### config.mk
export PLATFORM = sky130hd
export DESIGN_NAME = hazard_scoreboard
export DESIGN_NICKNAME = d
export VERILOG_FILES = /design/src/rtl/hazard_scoreboard.sv
export SDC_FILE = /design/constraint.sdc
export NUM_CORES = 1
export LEC_CHECK = 0
export ABC_AREA = 1
export ABC_CLOCK_PERIOD_IN_PS = 1800
export CORE_ASPECT_RATIO = 1.4
export CORE_MARGIN = 5
export CORE_UTILIZATION = 48
export DETAILED_ROUTE_END_ITERATION = 10
export PLACE_DENSITY_LB_ADDON = 0.12
export REMOVE_ABC_BUFFERS = 1
export SETUP_SLACK_MARGIN = 0.2
export SKIP_CTS_REPAIR_TIMING = 1
export SLEW_MARGIN = 20
export SYNTH_ARGS = -nofsm -noshare
export SYNTH_HDL_FRONTEND = slang
export SYNTH_SLANG_ARGS = --single-unit
### constraint.sdc
create_clock -name clk -period 1.8 [get_ports clk]
set_clock_uncertainty 0.15 [all_clocks]
set_input_delay 0.36 -clock clk [delete_from_list [all_inputs] [get_ports clk]]
set_output_delay 0.36 -clock clk [all_outputs]
set_load 0.05 [all_outputs]
### src/rtl/hazard_scoreboard.sv
// hazard_scoreboard: read-after-write hazard detection for the ID stage,
// tracking EXE/MEM destinations and counting forced stall cycles (saturating).
module hazard_scoreboard #(
    parameter int REG_ADDR_LEN = 5,
    parameter bit FORWARD_EN   = 1'b1,
    parameter int STALL_CNT_W  = 16
) (
    input  logic                    clk,
    input  logic                    rst,
    input  logic                    id_valid,
    input  logic [REG_ADDR_LEN-1:0] id_src1,
    input  logic [REG_ADDR_LEN-1:0] id_src2,
    input  logic                    id_two_src,
    input  logic [REG_ADDR_LEN-1:0] id_dest,
    input  logic                    id_wb_en,
    input  logic                    id_mem_r_en,
    input  logic                    flush,
    input  logic                    freeze,
    output logic                    hazard_detected,
    output logic [STALL_CNT_W-1:0]  stall_count
);
    typedef struct packed {
        logic                    valid;
        logic                    wb;
        logic                    load;
        logic [REG_ADDR_LEN-1:0] dest;
    } exe_slot_t;

    // The load flag is only consulted in EXE, so MEM does not keep it.
    typedef struct packed {
        logic                    valid;
        logic                    wb;
        logic [REG_ADDR_LEN-1:0] dest;
    } mem_slot_t;

    exe_slot_t              exe_q, exe_d;
    mem_slot_t              mem_q, mem_d;
    logic [STALL_CNT_W-1:0] cnt_q, cnt_d;
    logic                   exe_hit, mem_hit, raw;

    function automatic logic match(input logic v, input logic wb,
                                   input logic [REG_ADDR_LEN-1:0] dest,
                                   input logic [REG_ADDR_LEN-1:0] r);
        return v & wb & (dest == r) & (r != '0);
    endfunction

    // Only the ID sources feed the hazard, keeping it free of a loop through WB_EN squashing.
    always_comb begin
        exe_hit = match(exe_q.valid, exe_q.wb, exe_q.dest, id_src1)
                | (id_two_src & match(exe_q.valid, exe_q.wb, exe_q.dest, id_src2));
        mem_hit = match(mem_q.valid, mem_q.wb, mem_q.dest, id_src1)
                | (id_two_src & match(mem_q.valid, mem_q.wb, mem_q.dest, id_src2));
        raw = FORWARD_EN ? (exe_q.load & exe_hit) : (exe_hit | mem_hit);
        hazard_detected = id_valid & ~flush & ~rst & raw;
        exe_d = (id_valid & ~flush & ~hazard_detected) ? {1'b1, id_wb_en, id_mem_r_en, id_dest} : '0;
        mem_d = {exe_q.valid, exe_q.wb, exe_q.dest};
        cnt_d = (hazard_detected & ~&cnt_q) ? cnt_q + STALL_CNT_W'(1) : cnt_q;
    end

    always_ff @(posedge clk) begin
        if (rst) begin
            exe_q <= '0;
            mem_q <= '0;
            cnt_q <= '0;
        end else if (!freeze) begin
            exe_q <= exe_d;
            mem_q <= mem_d;
            cnt_q <= cnt_d;
        end
    end

    assign stall_count = cnt_q;
endmodule

Yosys cells after proc, flatten, opt, wreduce, memory -nomap -nowiden --
Index checks and enable logic that the tools add are counted.
Word-level totals: register bits 24, latch bits 0, memory bits (writable) 0, ROM bits 0, input port bits 23, output and inout port bits 17, word-level logic and storage cells 31, memories kept 0
Operators by class: add/subtract/negate cells 1, multipliers 0, div/mod/pow operators 0, $lt $le $gt $ge 0, equality and inequality tests 2, shifts and indexed selects 0, mux-type cells 1, bitwise operators 17, reduce and logical (&&, ||, !) cells 5
Operator list (count):
- $add 16x1->16 const B | 1
- $reduce_and 16->1 | 1
- $and 1x1->1 | 12
- $eq 5x5->1 | 2
- $reduce_bool 5->1 | 2
- $mux 8 | 1
- $not 1->1 | 4
- $reduce_and 2->1 | 1
- $logic_not 1->1 | 1
- $or 1x1->1 | 1

Logic depth before layout (Yosys ltp) --
word-level depth 10, mapped depth 14

Worst setup path after synthesis --
OpenSTA, ideal clock, no wires.
path type flip-flop to flip-flop, start reg cnt_q[0] (netlist: stall_count[0]), end reg cnt_q[15] (netlist: stall_count[15]), arrival 1.786 ns, required time 1.535 ns, setup slack -0.251 ns, stages on the path, launching flop included 11, path buffers 0, cell sequence dfxtp_1 ha_1 nand3_1 nor2_2 nand4_1 nand2_2 inv_2 nand4_4 nor2_1 nor2_1 nor2_1
Between the ends: cells in the longest elaborated chain, start to end 4, elaborated cells between the ends (all ways) 5, classes of those cells add/sub (1); bitwise (1); reduce/logical (3)
Ends and longest elaborated chain:
- start: declaration | line 38 | logic [STALL_CNT_W-1:0] cnt_q, cnt_d;
- start signal: assignment | line 68 | cnt_q <= cnt_d;
- branches (longest 4 deep; another with $add 16x1->16)
Several ways; the timed one is not identified. A chain may end at the register's enable or synchronous reset.

Worst setup path after layout --
start reg exe_q[4] in the netlist's numbering, end out hazard_detected
Between the ends: cells in the longest elaborated chain, start to end 7, elaborated cells between the ends (all ways) 10, classes of those cells eq/ne (2); bitwise (8)
Ends and longest elaborated chain:
- start: declaration | line 36 | exe_slot_t exe_q, exe_d;
- start signal: assignment | line 62 | exe_q <= '0;
- start signal: assignment | line 66 | exe_q <= exe_d;
- $eq 5x5->1 | line 44 | return v & wb & (dest == r) & (r != '0);
- $and 1x1->1 (2 in series) | line 44
- $and 1x1->1 | line 50 | | (id_two_src & match(exe_q.valid, exe_q.wb, exe_q.dest, id_src2));
- $or 1x1->1 * | line 50
- $and 1x1->1 * | line 53 | raw = FORWARD_EN ? (exe_q.load & exe_hit) : (exe_hit | mem_hit);
- $and 1x1->1 * | line 54 | hazard_detected = id_valid & ~flush & ~rst & raw;
- end: declaration | line 19 | output logic hazard_detected,
Mark *: on every way between the ends. The rest lies on a longest branch, timed or not.

==> flow_metrics.env <==
export IMPL_status="complete, but fails checks"
export IMPL_violations="negative setup slack"
export IMPL_crit_path_end_kind="output port"
export IMPL_slew_headroom_pct=81.0
export IMPL_cts_tree="done"
export IMPL_num_antenna_cells=0
export IMPL_min_period_over_period_pct=110
export IMPL_synth_avg_cell_area_um2=6.06
export IMPL_clockBufferDepth=2
export IMPL_place_ws_ns=-0.390
export IMPL_synth_warnings=0
export IMPL_cp_startpoint="exe_q[4]$_SDFFE_PP0N_"
export IMPL_worstPathRequired_ns=1.29
export IMPL_ys_ff_latch=24
export IMPL_vias=1722
export IMPL_io_pins=40
export IMPL_synth_fa_ha_area_share_pct=0.812
export IMPL_fill_cells=241
export IMPL_drtIter0Drc=44
export IMPL_synth_simple_gate_area_share_pct=45.6
export IMPL_gp_congestion=0.877
export IMPL_post_drt_via_cell_ratio=4.88
export IMPL_initial_core_util_pct=49.8
export IMPL_grt_first_pass_wirelength_um=6780
export IMPL_final_cell_mix="nand2_1 (68), inv_1 (45), nor2_1 (28)"
export IMPL_drt_pass1_iter_count=4
export IMPL_chipWidth_um=57.9
export IMPL_clkPwrFrac_pct=35.5
export IMPL_clk_pin_slew_ns=0.09
export IMPL_crit_type="flop to output port"
export IMPL_clk_latency_ns=0.27
export IMPL_fin_nets=339
export IMPL_hp_start="exe_q[5]$_SDFFE_PP0N_"
export IMPL_drive_gt1_share_pct=28.3
export IMPL_num_rows=24
export IMPL_rr_startpoint="exe_q[4]$_SDFFE_PP0N_"
export IMPL_die_h_um=77.0
export IMPL_critPathLaunchType="flop"
export IMPL_swShare_pct=23.5
export IMPL_cp_arrival_ns=1.47
export IMPL_grt_max_degree=14
export IMPL_cts_buffers_inserted=3
export IMPL_p_per_area_nw_per_um2=437
export IMPL_crit_fanout=3
export IMPL_ff2ff_path_depth=16
export IMPL_worstMarginPinSlew_ns=0.285
export IMPL_pwr_share_seq_pct=51.5
export IMPL_seqCellArea_um2=489
export IMPL_min_path_type="flop to flop"
export IMPL_vdd_drop_max_mv=0.525
export IMPL_max_cap_violations=0
export IMPL_cts_root_buffer="clkbuf_8"
export IMPL_grt_use_total_pct=19.0
export IMPL_synth_mux_area_share_pct=0
export IMPL_synth_top_family_by_area="simple AND/OR/NAND/NOR gates"
export IMPL_leakage_nw=1.17
export IMPL_yosysSeqAreaShare_pct=31.2
export IMPL_min_period_ns=1.98
export IMPL_synth_cells=254
export IMPL_fmax_ghz=0.506
export IMPL_fin_hold_ws_ns=0.324
export IMPL_avgRoutedWirePerCell_um=12.2
export IMPL_grt_ovfl_total=0
export IMPL_dp_hpwl_um=3060
export IMPL_synth_cell_types=27
export IMPL_combPwrFrac_pct=13.0
export IMPL_multi_input_area_um2=877
export IMPL_hold_path_depth=2
export IMPL_cts_sinks=24
export IMPL_grt_pass1_vias=1689
export IMPL_io_buffers=39
export IMPL_coreArea_um2=3090
export IMPL_final_antenna_net_count=0
export IMPL_intPower_w=0.000802
export IMPL_drc_errors=0
export IMPL_layout_commonest_cell="nand2_1"
export IMPL_synthXorXnorAreaFrac_pct=0.569
export IMPL_power_switching_w=0.000246
export IMPL_layout_setup_ws_ns=-0.177
export IMPL_dieArea_um2=4460
export IMPL_synth_compound_area_share_pct=6.82
export IMPL_areaGrowthSynthToFinish_pct=55.7
export IMPL_r2r_slack_ns=-0.06
export IMPL_slew_viol_final=0
export IMPL_setup_viol_count_final=13
export IMPL_cts_htree_levels=1
export IMPL_netlist_area_um2=1540
export IMPL_finalHoldViolCount=0
export IMPL_rsz0062_at_grt="yes"
export IMPL_antenna_found_initial=0
export IMPL_routed_wl_um=4320
[kinds of logic after synthesis]
kind of cell             after synthesis
adder cells (fa/ha/maj)                1
buffers and inverters                 59
AO/OA/AOI/OAI                         20
XOR/XNOR                               1
AND/OR/NAND/NOR                      149
flip-flops                            24
[final timing paths]
path | to
worst max-delay path | hazard_detected
worst min-delay path | exe_q[5]$_SDFFE_PP0N_
worst min register to register | exe_q[5]$_SDFFE_PP0N_
worst max register to register | stall_count[0]$_SDFFE_PP0P_
[layout make-up]
| class | count | share of cell area [%] |
|---|---|---|
| Timing Repair Buffer | 61 | 30.0 |
| Tap cell | 39 | 2.03 |
| Clock buffer | 4 | 2.30 |
| Inverter | 54 | 8.71 |
| Sequential cell | 24 | 20.4 |
| Multi-Input combinational cell | 171 | 36.6 |
[Yosys cell counts]
master     n  share of area [%]
nand2_1   69                 17
inv_1     49                 12
nor2_1    35                8.5
dfxtp_1   24                 31
nand3_1   12                3.9
nand4_1   11                4.5
a21oi_1    8                2.6
nor2_2     7                2.8
nand2_2    6                2.4
o21ai_1    6                1.9
inv_2      4               0.97
o21ai_0    4                1.3
clkbuf_1   3               0.73
nor3_1     2               0.65
o21bai_1   2               0.97
and2_1     1               0.41
buf_2      1               0.32
buf_6      1               0.73
clkinv_2   1               0.32
ha_1       1               0.81
nand2_4    1               0.73
nand3_2    1               0.65
nand4_2    1               0.81
nand4_4    1                1.4
nor2_8     1                1.3
nor3_2     1               0.65
xor2_1     1               0.57
[per-layer routing]
layer	wire, um	vias up	share of wire, %	GRT usage (%)
met5	0	-	0	0
met4	140	0	3.2	10.2
li1	-	890	-	-
met2	2390	45	55	36.5
met1	1630	776	38	18.5
met3	159	11	3.7	2.86
[stage by stage]
step                utilization, %  instance area, um2  total power, W  TNS (ns)  instances
global placement              70.2                2170        0.000681     -7.19        342
global route                  77.5                2400         0.00110     -2.72        353
detailed placement            70.2                2170        0.000682     -7.53        342
finish                        77.5                2400         0.00105    -0.680        353
CTS                           72.0                2230         0.00105     -1.70        346
floorplan                        -                1510        0.000602     -3.33        249
[worst max-delay path, stage by stage (launching register included)]
cell and delay [ns]:
dfxtp_2 0.36, inv_2 0.05, nand2_2 0.05, nand2_2 0.05
clkinv_2 0.04, nand2_2 0.05, nor2_2 0.15, nand3_2 0.11
nand2_4 0.10, nand2_4 0.06, inv_4 0.06, buf_12 0.12
[state kept, by name (all words and copies together), names as in the netlist]
| name | cells |
|---|---|
| exe_q | 8 |
| stall_count | 16 |
[power groups by stage]
stage / registers [W] / logic (W) / clock network (W)
4_1_cts: 0.000539 / 0.000132 / 0.000384
6_report: 0.000540 / 0.000136 / 0.000372
3_3_place_gp: 0.000552 / 0.000129 / 0
2_1_floorplan: 0.000551 / 0.0000511 / 0
3_5_place_dp: 0.000552 / 0.000130 / 0
5_1_grt: 0.000541 / 0.000148 / 0.000409
Power figures use the tool's default switching activity.
